--- src/rtl/pe_grid_scheduler.sv ---
// Sequences one pass of the PE grid: loads one weight per active row, streams one
// image value per active column onto the multicast buses, drains, then strobes capture.
module pe_grid_scheduler #(
  parameter int ROWS         = 12,
  parameter int COLS         = 14,
  parameter int DATA_W       = 16,
  parameter int TAG_W        = 4,
  parameter int DRAIN_CYCLES = 16
) (
  input  logic              clk,
  input  logic              rst,
  input  logic              start,
  input  logic              abort,
  input  logic [TAG_W-1:0]  num_rows,
  input  logic [TAG_W-1:0]  num_cols,
  input  logic [DATA_W-1:0] w_data,
  input  logic              w_valid,
  output logic              w_ready,
  input  logic [DATA_W-1:0] i_data,
  input  logic              i_valid,
  output logic              i_ready,
  output logic [DATA_W-1:0] weight_val_in,
  output logic [TAG_W-1:0]  tag_row,
  output logic              valid_y,
  output logic [DATA_W-1:0] image_val_in,
  output logic [TAG_W-1:0]  tag_col,
  output logic              valid_x,
  output logic              psum_capture,
  output logic              busy,
  output logic              done,
  output logic              err
);

  localparam int CNT_W = $clog2(DRAIN_CYCLES + 1);

  localparam logic [2:0] S_IDLE     = 3'd0;
  localparam logic [2:0] S_LOAD_W   = 3'd1;
  localparam logic [2:0] S_STREAM_I = 3'd2;
  localparam logic [2:0] S_DRAIN    = 3'd3;
  localparam logic [2:0] S_CAPTURE  = 3'd4;

  localparam logic [TAG_W-1:0] TAG_ZERO = {TAG_W{1'b0}};
  localparam logic [TAG_W-1:0] TAG_ONE  = TAG_W'(1);

  logic [2:0]        state_q, state_d;
  logic [TAG_W-1:0]  idx_q, idx_d;
  logic [TAG_W-1:0]  rows_q, rows_d;
  logic [TAG_W-1:0]  cols_q, cols_d;
  logic [CNT_W-1:0]  cnt_q, cnt_d;
  logic              w_ready_q, w_ready_d;
  logic              i_ready_q, i_ready_d;
  logic [DATA_W-1:0] wval_q, wval_d;
  logic [TAG_W-1:0]  tag_row_q, tag_row_d;
  logic              valid_y_q, valid_y_d;
  logic [DATA_W-1:0] ival_q, ival_d;
  logic [TAG_W-1:0]  tag_col_q, tag_col_d;
  logic              valid_x_q, valid_x_d;
  logic              capture_q, capture_d;
  logic              busy_q, busy_d;
  logic              done_q, done_d;
  logic              err_q, err_d;
  logic              cfg_ok_s;

  assign cfg_ok_s = (num_rows != TAG_ZERO) && (32'(num_rows) <= 32'(ROWS)) &&
                    (num_cols != TAG_ZERO) && (32'(num_cols) <= 32'(COLS));

  // Next-state and bus-register logic; abort outranks any same-cycle handshake.
  always_comb begin
    state_d   = state_q;
    idx_d     = idx_q;
    rows_d    = rows_q;
    cols_d    = cols_q;
    cnt_d     = cnt_q;
    wval_d    = wval_q;
    tag_row_d = tag_row_q;
    valid_y_d = 1'b0;
    ival_d    = ival_q;
    tag_col_d = tag_col_q;
    valid_x_d = 1'b0;
    err_d     = 1'b0;
    case (state_q)
      S_IDLE: begin
        if (start && cfg_ok_s) begin
          rows_d  = num_rows;
          cols_d  = num_cols;
          idx_d   = TAG_ZERO;
          state_d = S_LOAD_W;
        end else if (start) begin
          err_d = 1'b1;
        end else begin
          state_d = S_IDLE;
        end
      end
      S_LOAD_W: begin
        if (abort) begin
          state_d = S_IDLE;
        end else if (w_valid && w_ready_q) begin
          wval_d    = w_data;
          tag_row_d = idx_q;
          valid_y_d = 1'b1;
          if (idx_q == rows_q - TAG_ONE) begin
            idx_d   = TAG_ZERO;
            state_d = S_STREAM_I;
          end else begin
            idx_d = idx_q + TAG_ONE;
          end
        end else begin
          state_d = S_LOAD_W;
        end
      end
      S_STREAM_I: begin
        if (abort) begin
          state_d = S_IDLE;
        end else if (i_valid && i_ready_q) begin
          ival_d    = i_data;
          tag_col_d = idx_q;
          valid_x_d = 1'b1;
          if (idx_q == cols_q - TAG_ONE) begin
            idx_d   = TAG_ZERO;
            cnt_d   = CNT_W'(DRAIN_CYCLES);
            state_d = S_DRAIN;
          end else begin
            idx_d = idx_q + TAG_ONE;
          end
        end else begin
          state_d = S_STREAM_I;
        end
      end
      S_DRAIN: begin
        if (abort) begin
          state_d = S_IDLE;
        end else if (cnt_q <= CNT_W'(1)) begin
          state_d = S_CAPTURE;
        end else begin
          cnt_d = cnt_q - CNT_W'(1);
        end
      end
      S_CAPTURE: state_d = S_IDLE;
      default:   state_d = S_IDLE;
    endcase
    w_ready_d = (state_d == S_LOAD_W);
    i_ready_d = (state_d == S_STREAM_I);
    busy_d    = (state_d != S_IDLE);
    capture_d = (state_d == S_CAPTURE);
    done_d    = (state_d == S_CAPTURE);
  end

  // State and output registers; reset clears every output including data and tags.
  always_ff @(posedge clk or posedge rst) begin
    if (rst) begin
      state_q   <= S_IDLE;
      idx_q     <= TAG_ZERO;
      rows_q    <= TAG_ZERO;
      cols_q    <= TAG_ZERO;
      cnt_q     <= {CNT_W{1'b0}};
      w_ready_q <= 1'b0;
      i_ready_q <= 1'b0;
      wval_q    <= {DATA_W{1'b0}};
      tag_row_q <= TAG_ZERO;
      valid_y_q <= 1'b0;
      ival_q    <= {DATA_W{1'b0}};
      tag_col_q <= TAG_ZERO;
      valid_x_q <= 1'b0;
      capture_q <= 1'b0;
      busy_q    <= 1'b0;
      done_q    <= 1'b0;
      err_q     <= 1'b0;
    end else begin
      state_q   <= state_d;
      idx_q     <= idx_d;
      rows_q    <= rows_d;
      cols_q    <= cols_d;
      cnt_q     <= cnt_d;
      w_ready_q <= w_ready_d;
      i_ready_q <= i_ready_d;
      wval_q    <= wval_d;
      tag_row_q <= tag_row_d;
      valid_y_q <= valid_y_d;
      ival_q    <= ival_d;
      tag_col_q <= tag_col_d;
      valid_x_q <= valid_x_d;
      capture_q <= capture_d;
      busy_q    <= busy_d;
      done_q    <= done_d;
      err_q     <= err_d;
    end
  end

  assign w_ready       = w_ready_q;
  assign i_ready       = i_ready_q;
  assign weight_val_in = wval_q;
  assign tag_row       = tag_row_q;
  assign valid_y       = valid_y_q;
  assign image_val_in  = ival_q;
  assign tag_col       = tag_col_q;
  assign valid_x       = valid_x_q;
  assign psum_capture  = capture_q;
  assign busy          = busy_q;
  assign done          = done_q;
  assign err           = err_q;

endmodule
--- config.mk ---
export PLATFORM = sky130hd
export DESIGN_NAME = pe_grid_scheduler
export DESIGN_NICKNAME = d
export VERILOG_FILES = /design/src/rtl/pe_grid_scheduler.sv
export SDC_FILE = /design/constraint.sdc
export NUM_CORES = 1
export LEC_CHECK = 0
export CORE_ASPECT_RATIO = 1.4
export CORE_MARGIN = 2
export CORE_UTILIZATION = 45
export DETAILED_ROUTE_END_ITERATION = 10
export MAX_ROUTING_LAYER = met4
export PLACE_DENSITY = 0.84
export SYNTH_ARGS = -nofsm -noshare
export SYNTH_HDL_FRONTEND = slang
export SYNTH_SLANG_ARGS = --single-unit
--- constraint.sdc ---
create_clock -name clk -period 6.2 [get_ports clk]
set_clock_uncertainty 0.2 [all_clocks]
set_input_delay 1.24 -clock clk [delete_from_list [all_inputs] [get_ports clk]]
set_output_delay 1.24 -clock clk [all_outputs]
set_load 0.005 [all_outputs]
==> results of run 1 <==
## path summary, 6_finish.rpt
check                                  from               end  slack (ns)  depth (start not counted)
worst max-delay path            num_rows[1]              busy        3.20                          6
worst min-delay path             tag_row[1]        tag_row[1]        0.28                          2
worst max register to register   state_q[0]  weight_val_in[7]        3.88                          5
worst min register to register   tag_row[1]        tag_row[1]        0.28                          2
max in group asynchronous               rst         rows_q[2]        4.00                          3
min in group asynchronous               rst   image_val_in[0]        1.26                          3
## registers in the layout, summed over array words and instances, names as in the netlist
register       count
image_val_in      16
weight_val_in     16
cnt_q              5
cols_q             4
idx_q              4
rows_q             4
tag_col            4
tag_row            4
state_q            3
busy               1
done               1
err                1
i_ready            1
valid_x            1
valid_y            1
w_ready            1
## power by group through the flow
stage,logic [mW],registers (mW),clock network (mW)
finish,0.471,0.628,0.351
global route,0.515,0.643,0.385
CTS,0.477,0.629,0.361
detailed placement,0.474,0.637,0
global placement,0.462,0.630,0
floorplan,0.274,0.612,0
## cells in the mapped netlist, types with 2 or more instances
| cell type | number | area share, % |
|---|---|---|
| xor2_1 | 2 | 0.57 |
| o211ai_2 | 2 | 0.82 |
| mux2i_1 | 2 | 0.65 |
| nand3_1 | 4 | 0.65 |
| nor2_1 | 4 | 0.49 |
| o211a_1 | 4 | 1.3 |
| ha_1 | 5 | 2.0 |
| xor3_1 | 2 | 1.6 |
| a21oi_1 | 4 | 0.65 |
| inv_1 | 9 | 1.1 |
| mux2_2 | 47 | 17 |
| or3_1 | 2 | 0.41 |
| nand2b_1 | 5 | 1.0 |
| nor3_1 | 9 | 1.5 |
| dfrtp_1 | 67 | 55 |
| nor2b_1 | 2 | 0.41 |
| nor3b_1 | 2 | 0.49 |
| nand2_1 | 12 | 1.5 |
| xnor2_1 | 6 | 1.7 |
| buf_4 | 3 | 0.73 |
| nor4_1 | 3 | 0.61 |
| o21ai_0 | 9 | 1.5 |
| o211ai_1 | 3 | 0.73 |
| buf_2 | 3 | 0.49 |
| clkbuf_1 | 2 | 0.24 |
| a21o_1 | 2 | 0.49 |
## worst max-delay path: stages
cell             delay (ns)
clkdlybuf4s50_1        0.43
nor4_1                 0.42
nor4_2                 0.14
nand2_1                0.29
a21boi_0               0.34
nand3b_1               0.14
## metal layers
metal	wire (um)	part of all wire, %	up-vias	track usage, %
met2	3329	54	50	28.64
li1	-	-	1044	-
met1	2416	40	1039	21.39
met4	170	2.8	0	9.930
met3	195	3.2	13	4.080
met5	0	0	-	-
## cells in the final DEF (no fill, tap or decap), types with 5 or more instances in the layout
cell,count
nand2b_1,5
nor3_1,9
ha_1,5
dfrtp_1,67
mux2_2,47
clkbuf_8,10
clkdlybuf4s50_1,93
o21ai_0,9
xnor2_1,6
inv_1,8
nand2_1,12
## cell families after synthesis
| family | count (synthesis) | synth area share, % |
|---|---|---|
| DFF | 67 | 54.67 |
| xor gates and xnor gates | 10 | 3.835 |
| and+or+nand+nor | 54 | 10.16 |
| AOI/OAI and AO/OA | 33 | 8.160 |
| buffers and inverters | 20 | 3.223 |
| muxes | 49 | 17.91 |
| adders and majority gates | 5 | 2.040 |
## per-stage QoR
| step | util [%] | power, mW | cell area (um2) | setup WS, ns | hold slack (ns) |
|---|---|---|---|---|---|
| 6_report | 64.52 | 1.450 | 4267 | 3.200 | 0.2753 |
| 5_1_grt | 64.52 | 1.544 | 4267 | 2.992 | 0.3152 |
| 4_1_cts | 64.52 | 1.467 | 4267 | 3.164 | 0.2809 |
| 3_5_place_dp | 61.59 | 1.111 | 4073 | 2.802 | 0.2637 |
| 3_3_place_gp | 61.59 | 1.093 | 4073 | 2.916 | 0.2638 |
| 2_1_floorplan | - | 0.8862 | 3067 | 3.077 | 0.2698 |
## cell type report
cell class	instances	area, um2
Fill cell	536	2346
Sequential cell	67	1677
Multi-Input combinational cell	151	1297
Timing Repair Buffer	95	945.9
Clock buffer	11	141.4
Tap cell	92	115.1
Clock inverter	5	52.55
Inverter	10	37.54
==> run_results.csv, run 1 <==
group,metric,value,unit
routing,wl_per_cell,14.18,um
worst_setup_path,cp.required,6.20,ns
worst_setup_path,critPathKind,"in2reg",
yosys,syn_area,3067,um2
floorplan,placementRows,35,
yosys,synth_edf_count,0,
worst_setup_path,worstSetupStartpointType,"primary input",
yosys,ys_async_sr_fraction,100.0,%
routing,vias,2146,
placed_design,dp_hpwl,4488,um
run,maxCapViolations,0,
finish,area_growth,39.13,%
min_path,hold_path_class,"reg2reg",
cts,post_cts_buffers,0,
routing,viasPerCell,4.979,
cts,path_clk_slew,0.07,ns
finish,drive_above_1_share,21.83,%
timing,rsz0062_at_grt,"no",
floorplan,io_pins,94,
global_route,grt_start_max_net_pins,68,
power_and_ir_drop,ir_drop,0.1933,mV
cts,cts_buffer_depth,2,
routing,drt.antenna.violating_nets,0,
yosys,synth_nets,289,
timing,hold_violations,0,
routing,drt-initial-drc-count,90,
power_and_ir_drop,p_comb_share,32.5,%
finish,layout.nets,385,
floorplan,start_util,46.38,%
power_and_ir_drop,pwr-share-clk,24.2,%
placed_design,dp.cells,415,
yosys,ys_types,49,
finish,diodes,0,
global_route,grt_util_all_layers,18.20,%
timing,fmax,0.3333,GHz
placed_design,port_buffers,93,
timing,finalCritPeriodShare,48.39,%
global_route,grt-ovfl-total,0,
timing,tightest_slew,0.8192,ns
cts,cts_tree,"built",
timing,fin_crit,3.000,ns
routing,drt-total-wl,6111,um
timing,drv_slew,0,
power_and_ir_drop,p_leak,1.887,nW
worst_setup_path,worstPathArrival,3.01,ns
yosys,avgSynthCellArea,12.89,um2
cts,root_buffer,"clkbuf_8",
yosys,ys_seq_elements,67,
floorplan,core,6613,um2
floorplan,die_y,101.7,um
global_route,antenna_found_initial,0,
worst_setup_path,end_kind,"register",
routing,route.detailed.drc,0,
global_route,first_global_vias,2113,
power_and_ir_drop,p_seq_share,43.3,%
timing,finalSetupViolCount,0,
power_and_ir_drop,power.density,339.8,nW/um2
cts,cts-resized-gates,0,
yosys,synth_flop_cell,"dfrtp_1",
routing,drt_pass1_iterations,4,
worst_setup_path,crit_path_max_fanout,9,
status,status,"finished clean",
yosys,yosys_warnings,0,
finish,final-instance-count-excl-fill,431,
cts,cts_buffers,9,
power_and_ir_drop,intPower,1.031,mW
cts,htree_num_levels,3,
timing,finalSetupTns,0,ns
cts,hold_buffers,0,
floorplan,die_w,73.77,um
global_route,grt_pass1_wl,9963,um
yosys,synth_seq_area_share,54.67,%
yosys,synthCells,238,
cts,clk-insertion-delay-late,0.34,ns
placed_design,gp_congestion,0.7971,
power_and_ir_drop,swShare,28.90,%
power_and_ir_drop,power.net_switching,419.0,uW
cts,cts.sinks,67,
floorplan,dieArea,7501,um2
timing,slew-limit-headroom,45.39,%
No activity file was read; power rests on OpenSTA's default activity.
==> run 2, diff against run 1 <==
Settings changed: CORE_UTILIZATION 45 to 42, PLACE_DENSITY 0.84 to 0.83.
Clock period 6.2 ns to 2.5 ns, I/O delays scaled along.
==> run 2 against run 1 <==
Net effect: sequential cell count unchanged; register-to-register slack got worse by 3.6 ns; core utilization shrank 1.9 points; largest power group unchanged; critical path type is now reg2reg; highest routed layer unchanged; global-route usage is 0.63 points higher; worst hold slack improved by 0.0052 ns; via count is 4.0% higher.
==> run_results.csv, run 2 (same netlist as run 1, synthesis figures left out) <==
group,metric,value,unit
floorplan,core,7027,um2
power_and_ir_drop,power.density,870.0,nW/um2
timing,rsz0062_at_grt,"no",
floorplan,die_w,76.22,um
finish,drive_above_1_share,23.19,%
routing,drt_pass1_iterations,4,
finish,postLayoutCoreUtil,62.62,%
routing,drt.antenna.violating_nets,0,
power_and_ir_drop,ir_drop,0.5572,mV
global_route,first_global_vias,2399,
status,status,"finished clean",
routing,viasPerCell,5.070,
timing,hold_ws,0.2805,ns
cts,clk-insertion-delay-late,0.34,ns
cts,cts_buffer_depth,2,
floorplan,start_util,43.64,%
finish,layout.nets,391,
placed_design,dp.cells,424,
timing,slew-limit-headroom,68.73,%
worst_setup_path,critPathKind,"reg2reg",
timing,setup_ws,0.2826,ns
power_and_ir_drop,p_leak,1.949,nW
global_route,grt-ovfl-total,0,
min_path,hold_path_class,"reg2reg",
timing,fmax,0.4510,GHz
global_route,grt_util_all_layers,18.83,%
cts,path_clk_slew,0.07,ns
timing,finalCritPeriodShare,88.70,%
routing,vias,2231,
finish,design_area,4400,um2
global_route,antenna_found_initial,0,
routing,wl_per_cell,15.04,um
floorplan,io_pins,94,
placed_design,dp_hpwl,4952,um
placed_design,port_buffers,93,
floorplan,placementRows,36,
cts,hold_buffers,0,
finish,final_cell_mix,"clkdlybuf4s50_1, dfrtp_1, mux2_2, nand2_1, clkbuf_8",
worst_setup_path,cp.required,2.53,ns
cts,cts_tree,"built",
cts,htree_num_levels,3,
worst_setup_path,reg2reg_from,"idx_q[2]",
floorplan,die_y,105.1,um
cts,cts-resized-gates,0,
worst_setup_path,end_kind,"register",
placed_design,pre_cts_ws,-0.1090,ns
finish,area_growth,43.49,%
cts,root_buffer,"clkbuf_8",
worst_setup_path,worstSetupStartpointType,"register",
routing,drt-total-wl,6618,um
worst_setup_path,cp-endpoint,"cnt_q[3]",
worst_setup_path,rr_worst_depth,5,
finish,layout_commonest_cell,"clkdlybuf4s50_1",
worst_setup_path,rrSetupSlack,0.28,ns
timing,drv_slew,0,
finish,final-instance-count-excl-fill,440,
cts,cts_buffers,9,
timing,fin_crit,2.217,ns
cts,post_cts_buffers,0,
worst_setup_path,worstPathArrival,2.24,ns
routing,route.detailed.drc,0,
global_route,grt_pass1_wl,11450,um
worst_setup_path,crit_path_max_fanout,10,
global_route,grt_start_max_net_pins,34,
timing,tightest_slew,0.4657,ns
timing,finalSetupViolCount,0,
worst_setup_path,worstSetupStartpoint,"idx_q[2]",
routing,drt-initial-drc-count,77,
placed_design,dpl_cell_area,4159,um2
floorplan,dieArea,8011,um2
run,maxCapViolations,0,
cts,cts.sinks,67,
timing,hold_violations,0,
finish,diodes,0,
worst_setup_path,timing.rr.end,"cnt_q[3]",
placed_design,gp_congestion,0.8609,
## run 2: cell count changes in the layout (fill, tap and decap cells not counted), sizes merged
cell | before | now
bufinv | 1 | 3
clkinv | 3 | 2
buf | 2 | 8
clkinvlp | 1 | 0
## run 2: critical path, cell delays in order, from the launching register on
cell and delay [ns]:
dfrtp_1 0.49, xor3_1 0.48, o311ai_1 0.25, o211a_1 0.39, mux2i_1 0.23, nand2_1 0.07
## run 2: stage by stage
| step | power [mW] | TNS (ns) |
|---|---|---|
| 2_1_floorplan | 2.198 | 0 |
| 3_3_place_gp | 2.726 | -0.005908 |
| 3_5_place_dp | 2.786 | -0.2561 |
| 4_1_cts | 3.885 | 0 |
| 5_1_grt | 4.042 | 0 |
| 6_report | 3.828 | 0 |
## run 2: worst min-delay path by stage
stage	from	endpoint	slack, ns	cells past startpoint
after detailed placement	tag_row[1]	tag_row[1]	0.27	2
final	tag_row[1]	tag_row[1]	0.28	2
after global placement	tag_row[1]	tag_row[1]	0.27	2
after floorplan	tag_row[1]	tag_row[1]	0.27	2
after CTS	rst	weight_val_in[13]	0.28	2
after global routing	rst	weight_val_in[10]	0.31	2
## run 2: area by class of cell
| type | instances | area (um2) |
|---|---|---|
| clock buffers | 11 | 141.4 |
| clock inverters | 5 | 100.1 |
| fillers | 595 | 2626 |
| inverters | 10 | 37.54 |
| multi-input cells | 151 | 1297 |
| flip-flops and latches | 67 | 1677 |
| well taps | 95 | 118.9 |
| repair buffers | 101 | 1028 |
## run 2: metal layers
layer | share of wire [%] | routed length, um | track usage (%) | up-vias
li1 | - | - | - | 1059
met3 | 4.9 | 321 | 5.095 | 9
met1 | 37 | 2464 | 19.52 | 1101
met5 | 0 | 0 | - | -
met4 | 1.2 | 78 | 8.961 | 0
met2 | 57 | 3753 | 32.93 | 62
## run 2: power breakdown
part / switching (mW) / leakage [nW] / total (mW) / internal (mW)
Clock: 0.391 / 0.123 / 1.08 / 0.687
Sequential: 0.223 / 0.864 / 1.56 / 1.34
Combinational: 0.439 / 0.961 / 1.19 / 0.751
Total: 1.05 / 1.95 / 3.83 / 2.77
